File: config.mk
export PLATFORM = sky130hd
export DESIGN_NAME = uart_rx
export DESIGN_NICKNAME = d
export VERILOG_FILES = /design/src/rtl/uart_rx.sv
export SDC_FILE = /design/constraint.sdc
export NUM_CORES = 1
export LEC_CHECK = 0
export BUFFER_PORTS_ARGS = -buffer_cell sky130_fd_sc_hd__clkbuf_2
export CAP_MARGIN = 40
export CORE_ASPECT_RATIO = 0.75
export CORE_MARGIN = 2
export CORE_UTILIZATION = 50
export CTS_BUF_LIST = sky130_fd_sc_hd__clkbuf_4
export DETAILED_ROUTE_END_ITERATION = 8
export PLACE_DENSITY = 0.71
export SYNTH_ARGS = -nofsm -noshare
export SYNTH_HDL_FRONTEND = slang
export SYNTH_SLANG_ARGS = --single-unit
export TNS_END_PERCENT = 30
File: constraint.sdc
create_clock -name clk -period 1.7 [get_ports clk]
set_input_delay 0.085 -clock clk [delete_from_list [all_inputs] [get_ports clk]]
set_output_delay 0.085 -clock clk [all_outputs]
set_load 0.05 [all_outputs]
File: src/rtl/uart_rx.sv
// Single-clock UART receiver: one bit per clk, start/8 data MSB-first/optional parity/stop,
// with a one-entry valid/ready holding register and overrun pulse.
module uart_rx #(
   parameter int unsigned SYNC_STAGES = 2
) (
   input  logic       clk,
   input  logic       rst_n,
   input  logic       rx,
   input  logic       parity_en,
   input  logic       even_parity,
   input  logic       rx_ready,
   output logic [7:0] data_out,
   output logic       rx_valid,
   output logic       parity_err,
   output logic       frame_err,
   output logic       overrun,
   output logic       rx_busy
);

   typedef enum logic [2:0] {IDLE, DATA, PARITY, STOP, WAIT_IDLE} state_t;

   state_t     state, state_nxt;
   logic       rx_s;
   logic [7:0] shift;
   logic [2:0] bit_cnt;
   logic       par_en_q, par_even_q, par_err_q;
   logic       frame_done, load;

   generate
      if (SYNC_STAGES == 0) begin : g_nosync
         assign rx_s = rx;
      end else if (SYNC_STAGES == 1) begin : g_sync1
         logic sync_q;
         always_ff @(posedge clk or negedge rst_n)
            if (!rst_n) sync_q <= 1'b1;
            else        sync_q <= rx;
         assign rx_s = sync_q;
      end else begin : g_syncn
         logic [SYNC_STAGES-1:0] sync_q;
         always_ff @(posedge clk or negedge rst_n)
            if (!rst_n) sync_q <= '1;
            else        sync_q <= {sync_q[SYNC_STAGES-2:0], rx};
         assign rx_s = sync_q[SYNC_STAGES-1];
      end
   endgenerate

   always_ff @(posedge clk or negedge rst_n) begin
      if (!rst_n) state <= IDLE;
      else        state <= state_nxt;
   end

   always_comb begin
      state_nxt = state;
      case (state)
         IDLE:      if (!rx_s) state_nxt = DATA;
         DATA:      if (bit_cnt == 3'd7) state_nxt = par_en_q ? PARITY : STOP;
         PARITY:    state_nxt = STOP;
         STOP:      state_nxt = rx_s ? IDLE : WAIT_IDLE;
         WAIT_IDLE: if (rx_s) state_nxt = IDLE;
         default:   state_nxt = IDLE;
      endcase
   end

   always_comb begin
      rx_busy    = (state == DATA) || (state == PARITY) || (state == STOP);
      frame_done = (state == STOP);
      load       = frame_done && (!rx_valid || rx_ready);
   end

   // Parity config is latched at the start bit so mid-frame input changes are ignored.
   always_ff @(posedge clk or negedge rst_n) begin
      if (!rst_n) begin
         shift      <= '0;
         bit_cnt    <= '0;
         par_en_q   <= 1'b0;
         par_even_q <= 1'b0;
         par_err_q  <= 1'b0;
      end else begin
         case (state)
            IDLE: begin
               if (!rx_s) begin
                  bit_cnt    <= '0;
                  par_en_q   <= parity_en;
                  par_even_q <= even_parity;
                  par_err_q  <= 1'b0;
               end
            end
            DATA: begin
               shift   <= {shift[6:0], rx_s};
               bit_cnt <= bit_cnt + 3'd1;
            end
            PARITY:  par_err_q <= rx_s != (par_even_q ? ^shift : ~^shift);
            default: ;
         endcase
      end
   end

   always_ff @(posedge clk or negedge rst_n) begin
      if (!rst_n) begin
         data_out   <= '0;
         rx_valid   <= 1'b0;
         parity_err <= 1'b0;
         frame_err  <= 1'b0;
         overrun    <= 1'b0;
      end else begin
         overrun <= 1'b0;
         if (rx_valid && rx_ready) rx_valid <= 1'b0;
         if (load) begin
            data_out   <= shift;
            parity_err <= par_err_q;
            frame_err  <= ~rx_s;
            rx_valid   <= 1'b1;
         end else if (frame_done) begin
            overrun <= 1'b1;
         end
      end
   end

endmodule

==> results of run 1 <==
## worst min-delay path by stage
stage,from,end,slack [ps],cells past startpoint
after floorplan,rst_n,bit_cnt[0],-210,0
after global placement,rx,g_syncn.sync_q[0],170,1
after detailed placement,rx,g_syncn.sync_q[0],180,1
after CTS,rx_ready,overrun,20,3
after global routing,rx_ready,overrun,60,3
final,rx_ready,overrun,40,3
## layout by cell type (no fill, tap or decap), types with 2 or more instances in the layout
cell and n:
mux2_2 20, a21oi_1 5, dfstp_2 2, clkbuf_2 18, nand2b_1 2, xnor2_1 6
dfrtp_1 29, ha_1 2, nor2_1 7, inv_1 2, clkbuf_4 6, a22o_1 2
nand2_1 2, buf_4 3, dlygate4sd3_1 4
## registers in the layout, summed over array words and instances, names as in the netlist
name / count
data_out: 8
bit_cnt: 3
overrun: 1
shift: 8
parity_err: 1
par_en_q: 1
par_even_q: 1
g_syncn.sync_q: 2
par_err_q: 1
rx_valid: 1
state: 3
frame_err: 1
## per-stage QoR
stage	worst slack (ps)	hold slack, ps	util, %	instances	instance area [um^2]
after detailed placement	214	175	60.4	143	1430
after floorplan	226	-211	-	91	1290
after global placement	244	174	60.4	143	1430
after global routing	88.8	63.4	64.3	155	1520
after CTS	195	22.3	64.3	155	1520
final	213	37.4	64.3	155	1520
## worst max-delay path, delay by kind of cell (launching register included)
| kind | cells | cell delay [ps] |
|---|---|---|
| AO/OA/AOI/OAI | 1 | 250 |
| XOR/XNOR | 3 | 710 |
| flip-flops | 1 | 430 |
## kinds of logic (layout without fill, tap and decap cells)
kind of cell / after synthesis / count (layout) / share of synthesized area (%)
DFF: 31 / 31 / 60.3
muxes: 21 / 21 / 18.2
and+or+nand+nor: 16 / 16 / 6.98
AOI/OAI and AO/OA: 8 / 8 / 4.07
xor gates and xnor gates: 8 / 8 / 6.50
buffers and inverters: 5 / 35 / 1.94
adders and majority gates: 2 / 2 / 1.94
## timing repair
item                      4_1_cts  5_1_grt
buffers inserted                0        0
hold endpoints to repair       32        0
hold buffers                    4        0
## cell usage after synthesis
master	count	area, um^2
nor3b_2	1	12.5
a22o_2	1	10.0
mux2i_1	1	10.0
ha_1	2	25.0
a22o_1	2	17.5
buf_4	1	7.51
xnor3_1	1	22.5
nand3b_1	1	7.51
nand3_1	1	5.00
nand2_1	2	7.51
a21oi_1	5	25.0
dfstp_2	2	52.6
inv_1	2	7.51
dfrtp_1	29	726
nor4_2	1	12.5
nor2b_1	1	6.26
nand2b_1	2	12.5
buf_2	1	5.00
clkbuf_2	1	5.00
xor2_1	1	8.76
xnor2_1	6	52.6
mux2_2	20	225
nor2_1	7	26.3
## metal layers
| layer | GRT usage [%] | share of wire, % | wire [um] | up-vias |
|---|---|---|---|---|
| li1 | - | - | - | 377 |
| met1 | 21.0 | 50 | 1000 | 377 |
| met2 | 24.3 | 43 | 869 | 18 |
| met3 | 5.88 | 5.4 | 109 | 5 |
| met4 | 12.0 | 2.1 | 42 | 0 |
| met5 | 0 | 0 | 0 | - |
## layout make-up
type / instances / area [um^2]
fill: 213 / 843
sequential: 31 / 778
multi-input combinational: 55 / 487
timing repair buffer: 25 / 153
clock buffer: 6 / 45.0
tap: 34 / 42.5
clock inverter: 2 / 8.76
inverter: 2 / 7.51
==> summary.md, run 1 <==
| Metric | Value |
|---|---|
| Status | `finished, final reports clean` |
| Global-route wire length before repair | `3.46 mm` |
| Worst slew pin tran | `745 ps` |
| Die width | `62.7 um` |
| RR Startpoint | `shift[6]` |
| Net count, final | `128` |
| Crit-path max cell delay | `430 ps` |
| Clk_skew | `12.8 ps` |
| Die area | `3010 um^2` |
| Cell mode on critical path | `xnor2_1` |
| DRC viols | `0` |
| Crit. Startpoint | `shift[6]` |
| DP Wirelength | `1.42 mm` |
| WP data required | `1930 ps` |
| Gr usage total | `16.5%` |
| Clk buf depth | `2` |
| Vias | `777` |
| First drt pass iteration count | `3` |
| Slew HR | `50.4%` |
| Layout cells sized above 1 | `43.8%` |
| Row count | `15` |
| Max stage delay cell, worst path | `dfrtp_1` |
| Min-delay worst type | `input port to register` |
| CP Launch Type | `register` |
| CP endpoint | `par_err_q` |
| Initial core utilization | `54.6%` |
| TritonCTS buffer count | `5` |
| R2R cell count | `4` |
| Final Setup Violations | `0` |
| Fin. max-slew vios | `0` |
| H-tree Lvls | `2` |
| Max-Cap Viols | `0` |
| Core area | `2360 um^2` |
| Sequential fraction of the synthesis area | `60.3%` |
| R2R setup slack | `210 ps` |
| Mean Syn Cell Area | `14.2 um^2` |
| Syn_nets | `99` |
| N_diodes | `0` |
| CTS sink count | `31` |
| Vias in the first global route | `695` |
| Routability congestion estimate | `0.698` |
| Maximum clock frequency | `673 MHz` |
| Area Growth Syn to Fin | `17.9%` |
| Final min period | `1490 ps` |
| CP Capture Type | `register` |
| Synthesized cell area | `1290 um^2` |
| Synthesized flop and latch total | `31` |
| CP max FO | `4` |
| Port Buffers | `18` |
| Hold Fails Final Rpt | `0` |
| Synthesized instance count | `91` |
| CTS resizes | `0` |
| Arr. time, crit path | `1710 ps` |
| I/O pin cnt | `19` |
| Worst r2r dst | `par_err_q` |
| Die H | `48.0 um` |
| Initial DRC count | `24` |
| Final ANT Viol Nets | `0` |
| Final WL | `2.03 mm` |
| Clock-pin slew on the worst setup and hold paths | `100 ps` |
| Cell variety after synth | `23` |
| Yosys warnings | `0` |
| Root Buffer | `clkbuf_4` |
| Skew-Pair Late Insertion Delay | `330 ps` |
| WL/cell | `13.1 um` |
| Crit path kind | `register to register` |
| Critical Path, Cell by Cell | `xnor2_1 > xnor3_1 > xnor2_1 > a22o_2` |
| Period utilisation layout | `87.5%` |
| Antenna violations before repair | `0` |
| Vias per cell | `5.01` |
| RSZ-0062 raised after global routing | `no` |
| TNS Setup | `0 ps` |
| Total grt overflow | `0` |
| TritonCTS clock tree | `done` |
| Largest net degree at the start of global routing | `32` |
Power of run 1 is not shown: default switching activity piles up to over one toggle a cycle in this logic, so the estimate is an artifact.
==> run 2, diff against run 1 <==
--- a/config.mk
+++ b/config.mk
@@ -13,6 +13,7 @@
 export CTS_BUF_LIST = sky130_fd_sc_hd__clkbuf_4
 export DETAILED_ROUTE_END_ITERATION = 8
 export PLACE_DENSITY = 0.71
+export RECOVER_POWER = 100
 export SYNTH_ARGS = -nofsm -noshare
 export SYNTH_HDL_FRONTEND = slang
 export SYNTH_SLANG_ARGS = --single-unit
==> run 2 against run 1 <==
  * Flip-flop and latch count unchanged
  * Sequential share of layout area up 0.60 points
  * Cell area down 1.2%
  * Critical path depth up 1
  * Clock-buffer cell count unchanged
  * First-iteration DRC count up 17%
  * Global-route usage unchanged
  * Cell count unchanged
  * Worst hold slack worse by 2.6 ps
  * Critical endpoint is now bit_cnt[0]
  * Fmax down 3.2%
==> summary.md, run 2 (synthesis gave the netlist of run 1 again) <==
| Metric | Value |
|---|---|
| Final WL | `2.04 mm (+0.89%)` |
| N_diodes | `0 (unchanged)` |
| Grt met2 use | `24.3% (unchanged)` |
| Status | `finished, final reports clean` |
| WL/cell | `13.2 um (+0.89%)` |
| Biggest regs | `data_out: 8 flops, shift: 8 flops` |
| Final ANT Viol Nets | `0 (unchanged)` |
| Met1 GRT Util | `21.0% (unchanged)` |
| CTS sink count | `31 (unchanged)` |
| Clk_skew | `10.2 ps (-2.60 ps)` |
| Hold Fails Final Rpt | `0 (unchanged)` |
| Final Setup Violations | `0 (unchanged)` |
| Fin. max-slew vios | `0 (unchanged)` |
| Layout cells sized above 1 | `33.9% (-9.9 points)` |
| Net count, final | `128 (unchanged)` |
| Initial core utilization | `54.6% (unchanged)` |
| Commonest non-fill, non-tap cells in the layout | `29 x dfrtp_1, 20 x mux2_2, 12 x clkbuf_1, 7 x nor2_1, 7 x clkbuf_2` |
| Commonest non-fill, non-tap cell in the layout | `dfrtp_1` |
| Final min period | `1540 ps (+48.7 ps)` |
| Area Growth Syn to Fin | `16.6%` |
| Maximum clock frequency | `651 MHz (-3.2%)` |
| Hold slack | `34.8 ps (-2.58 ps)` |
| Die H | `48.0 um (unchanged)` |
| DRC viols | `0 (unchanged)` |
| DP Wirelength | `1.42 mm (unchanged)` |
| Crit path kind | `register to register` |
| Global-route wire length before repair | `3.46 mm (unchanged)` |
| CP max FO | `12 (+8)` |
| Total grt overflow | `0 (unchanged)` |
| Row count | `15 (unchanged)` |
| Die area | `3010 um^2 (unchanged)` |
| Post-CTS setup buffer count | `0 (unchanged)` |
| R2R setup slack | `160 ps (-50 ps)` |
| TritonCTS clock tree | `done` |
| Min-delay worst type | `input port to register` |
| RSZ-0062 raised after global routing | `no` |
| Antenna violations before repair | `0 (unchanged)` |
| Routability congestion estimate | `0.698 (unchanged)` |
| Die width | `62.7 um (unchanged)` |
| TNS Setup | `0 ps (unchanged)` |
| GR peak layer | `met2` |
| Worst slew pin tran | `751 ps (+6.81 ps)` |
| TritonCTS buffer count | `5 (unchanged)` |
| CP Launch Type | `register` |
| Gr usage total | `16.5% (unchanged)` |
| Vias | `765 (-1.5%)` |
| Core area | `2360 um^2 (unchanged)` |
| WP data required | `1910 ps (-20 ps)` |
| CTS resizes | `0 (unchanged)` |
| Initial DRC count | `28 (+17%)` |
| Hold path depth | `3 (unchanged)` |
| Root Buffer | `clkbuf_4` |
| Period utilisation layout | `90.3% (+2.9 points)` |
| CP Capture Type | `register` |
| Vias per cell | `4.94 (-1.5%)` |
| Largest net degree at the start of global routing | `32 (unchanged)` |
| R2R cell count | `5 (+1)` |
| Clock-pin slew on the worst setup and hold paths | `90 ps (about the same)` |
| Port Buffers | `18 (unchanged)` |
| Skew-Pair Late Insertion Delay | `330 ps (about the same)` |
| Slew HR | `49.9% (-0.45 points)` |
| H-tree Lvls | `2 (unchanged)` |
| M3 GR Usage | `5.88% (unchanged)` |
| Clk buf depth | `2 (unchanged)` |
| I/O pin cnt | `19 (unchanged)` |
| Vias in the first global route | `695 (unchanged)` |
| Final Core Density | `63.6% (-0.74 points)` |
| First drt pass iteration count | `4 (+1)` |
| Max-Cap Viols | `0 (unchanged)` |
| Arr. time, crit path | `1750 ps (+40 ps)` |
==> run 2: cell types whose count changed in the layout (fill, tap and decap cells not counted) <==
cell	before	now
clkbuf_1	0	12
clkbuf_2	18	7
buf_4	3	2
==> run 2: cell type report <==
type	instances	area, um^2
Clock buffer	6	45.0
Timing Repair Buffer	25	135
Inverter	2	7.51
Sequential cell	31	778
Clock inverter	2	8.76
Fill cell	219	861
Tap cell	34	42.5
Multi-Input combinational cell	55	487
==> run 2: repair_timing <==
item,in CTS,in global routing
hold endpoints to repair,32,0
hold buffers,4,0
setup endpoints to repair,0,0
==> run 2: critical path: stages (launching register included) <==
cell and delay [ps]:
dfrtp_1 420, buf_4 170, nor3b_2 140, clkbuf_2 290, nor2_1 120, mux2_2 280
==> run 2: per-layer routing <==
metal	up-vias	share of wire, %	routed length (um)
li1	374	-	-
met1	368	50	1010
met2	18	43	870
met3	5	5.8	118
met4	0	2.1	42
met5	-	0	0
==> run 2: metrics by stage <==
step	setup WS, ps	area (um^2)	std cells
final	164	1500	155
after global routing	61.1	1500	155
after CTS	195	1520	155
after detailed placement	214	1430	143
after global placement	244	1430	143
after floorplan	226	1290	91
==> run 2: final timing paths <==
path / from / to
max in group asynchronous: rst_n / shift[0]
worst max-delay path: state[2] / bit_cnt[0]
worst min register to register: g_syncn.sync_q[0] / g_syncn.sync_q[1]
worst max register to register: state[2] / bit_cnt[0]
worst min-delay path: rx_ready / overrun
min in group asynchronous: rst_n / par_err_q
Power of run 2 is left out for the same reason.
